[config.mk]
export PLATFORM = sky130hd
export DESIGN_NAME = armleocpu_mem_arbiter
export DESIGN_NICKNAME = d
export VERILOG_FILES = /design/src/rtl/armleocpu_mem_arbiter_pkg.sv /design/src/rtl/armleocpu_rr_arbiter2.sv /design/src/rtl/armleocpu_mem_arbiter.sv
export SDC_FILE = /design/constraint.sdc
export NUM_CORES = 1
export LEC_CHECK = 0
export CORE_AREA = 4 4 131 133
export DETAILED_ROUTE_END_ITERATION = 8
export DIE_AREA = 0 0 135 137
export SLEW_MARGIN = 20
export SYNTH_ARGS = -nofsm -noshare
export SYNTH_HDL_FRONTEND = slang
export SYNTH_SLANG_ARGS = --single-unit
[constraint.sdc]
create_clock -name clk -period 4.5 [get_ports clk]
set_clock_uncertainty 0.15 [all_clocks]
set_input_delay 1.35 -clock clk [delete_from_list [all_inputs] [get_ports clk]]
set_output_delay 1.35 -clock clk [all_outputs]
set_load 0.02 [all_outputs]
[src/rtl/armleocpu_mem_arbiter_pkg.sv]
// Shared encodings for the armleocpu memory arbiter: bus responses, commands
// and arbiter FSM states.
package armleocpu_mem_arbiter_pkg;

   localparam logic [2:0] RESP_OKAY        = 3'd0;
   localparam logic [2:0] RESP_SLVERR      = 3'd1;
   localparam logic [2:0] RESP_DECERR      = 3'd2;
   localparam logic [2:0] RESP_INVALID_CMD = 3'd3;

   localparam logic [2:0] CMD_NONE        = 3'd0;
   localparam logic [2:0] CMD_READ        = 3'd1;
   localparam logic [2:0] CMD_WRITE       = 3'd2;
   localparam logic [2:0] CMD_BURST_READ  = 3'd3;
   localparam logic [2:0] CMD_BURST_WRITE = 3'd4;

   typedef enum logic [1:0] {
      ARB_IDLE  = 2'd0,
      ARB_GNT_D = 2'd1,
      ARB_GNT_I = 2'd2
   } arb_state_t;

   // A burstcount of zero still moves one beat.
   function automatic logic [3:0] beats_of(input logic [3:0] burstcount);
      return (burstcount == 4'd0) ? 4'd1 : burstcount;
   endfunction

endpackage

[src/rtl/armleocpu_rr_arbiter2.sv]
// Two-way requester pick (round-robin or fixed D priority) with the
// last-grant history register; bit0 = D, bit1 = I.
module armleocpu_rr_arbiter2 #(
   parameter int   PRIORITY_MODE    = 0,
   parameter logic RESET_LAST_GRANT = 1'b1
) (
   input  logic       clk,
   input  logic       rst_n,
   input  logic [1:0] req,
   input  logic       take,
   output logic [1:0] pick
);

   // 0: D was granted last, 1: I was granted last.
   logic last_grant;

   always_comb begin
      pick = req;
      if (req == 2'b11) begin
         if ((PRIORITY_MODE != 0) || last_grant)
            pick = 2'b01;
         else
            pick = 2'b10;
      end
   end

   always_ff @(posedge clk or negedge rst_n) begin
      if (!rst_n)
         last_grant <= RESET_LAST_GRANT;
      else if (take && (pick != 2'b00))
         last_grant <= pick[1];
   end

endmodule

[src/rtl/armleocpu_mem_arbiter.sv]
// Merges the armleocpu D-cache and I-cache master ports onto one memory port,
// holding each grant for a whole (possibly burst) transaction.
module armleocpu_mem_arbiter
   import armleocpu_mem_arbiter_pkg::*;
#(
   parameter int   PRIORITY_MODE    = 0,
   parameter logic RESET_LAST_GRANT = 1'b1
) (
   input  logic        clk,
   input  logic        rst_n,

   input  logic        d_transaction,
   input  logic [2:0]  d_cmd,
   input  logic [33:0] d_address,
   input  logic [3:0]  d_burstcount,
   input  logic [31:0] d_wdata,
   input  logic [3:0]  d_wbyte_enable,
   output logic        d_transaction_done,
   output logic [2:0]  d_transaction_response,
   output logic [31:0] d_rdata,

   input  logic        i_transaction,
   input  logic [2:0]  i_cmd,
   input  logic [33:0] i_address,
   input  logic [3:0]  i_burstcount,
   input  logic [31:0] i_wdata,
   input  logic [3:0]  i_wbyte_enable,
   output logic        i_transaction_done,
   output logic [2:0]  i_transaction_response,
   output logic [31:0] i_rdata,

   output logic        m_transaction,
   output logic [2:0]  m_cmd,
   output logic [33:0] m_address,
   output logic [3:0]  m_burstcount,
   output logic [31:0] m_wdata,
   output logic [3:0]  m_wbyte_enable,
   input  logic        m_transaction_done,
   input  logic [2:0]  m_transaction_response,
   input  logic [31:0] m_rdata,

   output logic [1:0]  grant
);

   // Handshake: a master holds x_transaction with stable command fields until
   // its final done; every x_transaction_done is one completed beat, and a
   // non-OKAY response ends the transaction at that beat.

   arb_state_t state, state_nxt;
   logic [3:0] remaining, remaining_nxt;
   logic [1:0] pick;
   logic       take;

   armleocpu_rr_arbiter2 #(
      .PRIORITY_MODE    (PRIORITY_MODE),
      .RESET_LAST_GRANT (RESET_LAST_GRANT)
   ) u_pick (
      .clk   (clk),
      .rst_n (rst_n),
      .req   ({i_transaction, d_transaction}),
      .take  (take),
      .pick  (pick)
   );

   always_ff @(posedge clk or negedge rst_n) begin
      if (!rst_n) begin
         state     <= ARB_IDLE;
         remaining <= 4'd0;
      end else begin
         state     <= state_nxt;
         remaining <= remaining_nxt;
      end
   end

   always_comb begin
      state_nxt              = state;
      remaining_nxt          = remaining;
      take                   = 1'b0;
      grant                  = 2'b00;
      m_transaction          = 1'b0;
      m_cmd                  = 3'd0;
      m_address              = 34'd0;
      m_burstcount           = 4'd0;
      m_wdata                = 32'd0;
      m_wbyte_enable         = 4'd0;
      d_transaction_done     = 1'b0;
      d_transaction_response = 3'd0;
      i_transaction_done     = 1'b0;
      i_transaction_response = 3'd0;
      d_rdata                = m_rdata;
      i_rdata                = m_rdata;

      case (state)
         ARB_IDLE: begin
            // Grant takes effect next cycle, so m_* never sees a raw request.
            take = 1'b1;
            if (pick[0]) begin
               state_nxt     = ARB_GNT_D;
               remaining_nxt = beats_of(d_burstcount);
            end else if (pick[1]) begin
               state_nxt     = ARB_GNT_I;
               remaining_nxt = beats_of(i_burstcount);
            end
         end

         ARB_GNT_D, ARB_GNT_I: begin
            if (state == ARB_GNT_D) begin
               grant                  = 2'b01;
               m_transaction          = d_transaction;
               m_cmd                  = d_cmd;
               m_address              = d_address;
               m_burstcount           = d_burstcount;
               m_wdata                = d_wdata;
               m_wbyte_enable         = d_wbyte_enable;
               d_transaction_done     = m_transaction_done;
               d_transaction_response = m_transaction_response;
            end else begin
               grant                  = 2'b10;
               m_transaction          = i_transaction;
               m_cmd                  = i_cmd;
               m_address              = i_address;
               m_burstcount           = i_burstcount;
               m_wdata                = i_wdata;
               m_wbyte_enable         = i_wbyte_enable;
               i_transaction_done     = m_transaction_done;
               i_transaction_response = m_transaction_response;
            end

            if (m_transaction_done) begin
               remaining_nxt = remaining - 4'd1;
               if ((remaining == 4'd1) || (m_transaction_response != RESP_OKAY)) begin
                  state_nxt     = ARB_IDLE;
                  remaining_nxt = 4'd0;
               end
            end
         end

         default: state_nxt = ARB_IDLE;
      endcase
   end

endmodule

==> metrics.log, run 1 <==
INFO  metric status = completed
INFO  metric numPortBuffers = 249
INFO  metric residual_drc_count = 0
INFO  metric slew_headroom = 0.678
INFO  metric boundaryPins = 346
INFO  metric routed_wire_length_on_met2 = 5420 microns
INFO  metric timing.final.max_slew_violations = 0
INFO  metric worstMarginPinSlew = 484 ps
INFO  metric critical_path_arrival = 2820 ps
INFO  metric critical-path-top-cell-by-count = clkdlybuf4s50_1
INFO  metric worst-path-max-fanout = 3
INFO  metric syn-instance-count = 310
INFO  metric fmax = 231 MHz
INFO  metric clock_sinks = 7
INFO  metric grt_overflow_total = 0
INFO  metric tritoncts = yes
INFO  metric endpoint_kind = output pin
INFO  metric report.final.hold_viol_count = 0
INFO  metric final-setup-viol-count = 0
INFO  metric std_cell_rows = 46
INFO  metric cts.repair.resized = 0
INFO  metric cts_buffers = 3
INFO  metric critical_path_type = input pin to output pin
INFO  metric finalHoldWorstSlack = 376 ps
INFO  metric synth_enable_flop_cells = 0
INFO  metric wire_length_per_cell = 15.8 microns
INFO  metric syn_area_per_cell = 8.02 sq um
INFO  metric design.core.area = 15,800 sq um
INFO  metric grt_util_all_layers = 0.105
INFO  metric nets = 687
INFO  metric static-leakage-power = 1.73 nW
INFO  metric route.final.wire_length = 11,100 microns
INFO  metric largest_net_degree_at_the_start_of_global_routing = 42
INFO  metric wl_met3 = 1600 microns
INFO  metric clock-root-buffer = clkbuf_16
INFO  metric wirelength_met1 = 3780 microns
INFO  metric post-cts-setup-buffer-count = 0
INFO  metric synth_seq_area_share = 0.0710
INFO  metric ant_nets = 0
INFO  metric setup-tns-final = 0 ps
INFO  metric cts_buffer_depth = 2
INFO  metric design.die.area = 18,500 sq um
INFO  metric rsz0062_at_grt = no
INFO  metric synthesis.nets = 510
INFO  metric post-route-min-period = 4320 ps
INFO  metric n_antenna_cell = 0
INFO  metric floorplan.die.height = 137 microns
INFO  metric ys_async_sr_fraction = 1.00
INFO  metric grt_first_pass_wirelength = 15,500 microns
INFO  metric layout-drive-gt1-share = 0.0391
INFO  metric start_util = 0.157
INFO  metric highest_layer = met4
INFO  metric drt_first_pass_iters = 4
INFO  metric max_cap_violations = 0
INFO  metric synth_cell_types = 40
INFO  metric first_global_vias = 2,822
INFO  metric cts_hold_buffers = 0
INFO  metric antenna_violations_before_repair = 0
INFO  metric vias = 2,750
INFO  metric clock_tree.htree_level_count = 1
INFO  metric worst_path_max_delay_cell = clkdlybuf4s50_1
INFO  metric vias_per_cell = 3.92
INFO  metric layout_worst_path_cycle_share = 0.960
INFO  metric die-width = 135 microns
INFO  metric area_growth_syn_to_layout = 95.2%
INFO  metric setup.worst_path.start_class = input pin
INFO  metric ys_ff_latch = 7
INFO  metric insertion_delay = 230 ps
INFO  metric dominantRegCellSynth = dfrtp_1
INFO  metric power_per_cell_area = 589 nW/um^2
INFO  metric timing.critical_path.slowest_cell_delay = 670 ps
INFO  metric cts.clk_slew.worst_paths = 40 ps
INFO  metric required = 3000 ps
INFO  metric path_cells = clkdlybuf4s50_1 -> mux2i_1 -> nor2b_1 -> clkdlybuf4s50_1
INFO  metric number_of_warnings_reported_in_the_yosys_synthesis_log = 0
INFO  metric vdd_ir_drop_max = 0.242 mV
INFO  metric cell_area_after_synthesis = 2490 sq um
INFO  metric dr.first_iter.drc_count = 59
INFO  metric dp_hpwl = 9470 microns
INFO  metric hold_path_class = flop to flop
INFO  metric routabilityCongestion = 0.791
logic make-up (layout without fill, tap and decap cells):
group,count (synthesis),count (layout),share of synthesized area
muxes,79,79,0.319
DFF,7,7,0.0710
AOI/OAI and AO/OA,20,20,0.0634
buffers and inverters,87,263,0.237
adders and majority gates,6,6,0.0302
and+or+nand+nor,111,111,0.280
sequential cells by signal, summed over array words and instances, names as in the netlist:
register           flops
state                  2
u_pick.last_grant      1
remaining              4
power by group:
part	leakage (nW)	internal [mW]	switching, mW
clock	0.0382	0.118	0.0358
sequential	0.0853	0.0980	0.0307
combinational	1.61	1.31	1.26
worst max-delay path, delay by kind of cell:
family	cells	cell delay, ps
AND/OR/NAND/NOR	1	160
buffers and inverters	2	1180
multiplexers	1	130
worst paths after layout:
check,from,to,slack (ps),depth (start not counted)
max,i_burstcount[2],m_burstcount[2],180,4
min,u_pick.last_grant,u_pick.last_grant,380,2
max reg2reg,state[0],remaining[3],1780,7
min reg2reg,u_pick.last_grant,u_pick.last_grant,380,2
max in group asynchronous,rst_n,u_pick.last_grant,2660,1
min in group asynchronous,rst_n,state[0],1240,1
routing by layer:
metal,up-vias,GRT usage
met3,25,0.0493
met5,-,0
met1,1173,0.110
met2,216,0.187
met4,0,0.0302
li1,1336,-
layout make-up:
class,instances,area (sq um)
Sequential cell,7,176
Clock buffer,4,78.8
Tap cell,216,270
Fill cell,1649,11000
Timing Repair Buffer,255,2570
Multi-Input combinational cell,216,1740
Inverter,4,15.0
cell usage in the layout, fill, tap and decap left out, types with 2 or more instances in the layout:
| cell type | n |
|---|---|
| clkdlybuf4s50_1 | 249 |
| nor2b_1 | 80 |
| mux2i_1 | 78 |
| and2_1 | 8 |
| dfrtp_1 | 6 |
| inv_1 | 4 |
| nor3_1 | 4 |
| nand2_1 | 4 |
| ha_1 | 4 |
| a31oi_1 | 3 |
| nand2b_1 | 3 |
| nand3_1 | 3 |
| clkbuf_16 | 3 |
| buf_12 | 3 |
| buf_4 | 3 |
| a21oi_1 | 2 |
| o21ai_0 | 2 |
| a211o_1 | 2 |
cells in the mapped netlist (2+ instances only):
cell      instances  area, sq um
o21ai_0           2         10.0
nand3_1           3         15.0
inv_1             4         15.0
ha_1              6         75.1
dfrtp_1           6          150
a21oi_1           2         10.0
mux2i_1          78          781
nor2b_1          80          500
nand2b_1          3         18.8
nor3_1            4         20.0
a211o_1           2         17.5
a31oi_1           3         18.8
nand2_1           4         15.0
and2_1            8         50.1
buf_2             8         40.0
buf_4            65          488
clkbuf_1          9         33.8
stage by stage:
step | worst slack, ps | total power, mW | cell area [sq um] | util | cells
6_report | 179 | 2.86 | 4850 | 0.307 | 702
5_1_grt | 115 | 3.04 | 4850 | 0.307 | 702
2_1_floorplan | 1140 | 1.66 | 2490 | - | 310
3_3_place_gp | 68.7 | 2.71 | 4770 | 0.302 | 698
3_5_place_dp | 129 | 2.74 | 4770 | 0.302 | 698
4_1_cts | 125 | 2.91 | 4850 | 0.307 | 702
No activity file was read; power rests on OpenSTA's default activity.
==> run 2, diff against run 1 <==
SLEW_MARGIN = default   (was 20)
==> results of run 2 <==
Final layout, timing and power as in run 1 (identical DEF).
==> run 3, diff against run 2 <==
CAP_MARGIN = 15   (was default)
==> results of run 3 <==
Final layout, timing and power as in run 1 (identical DEF).
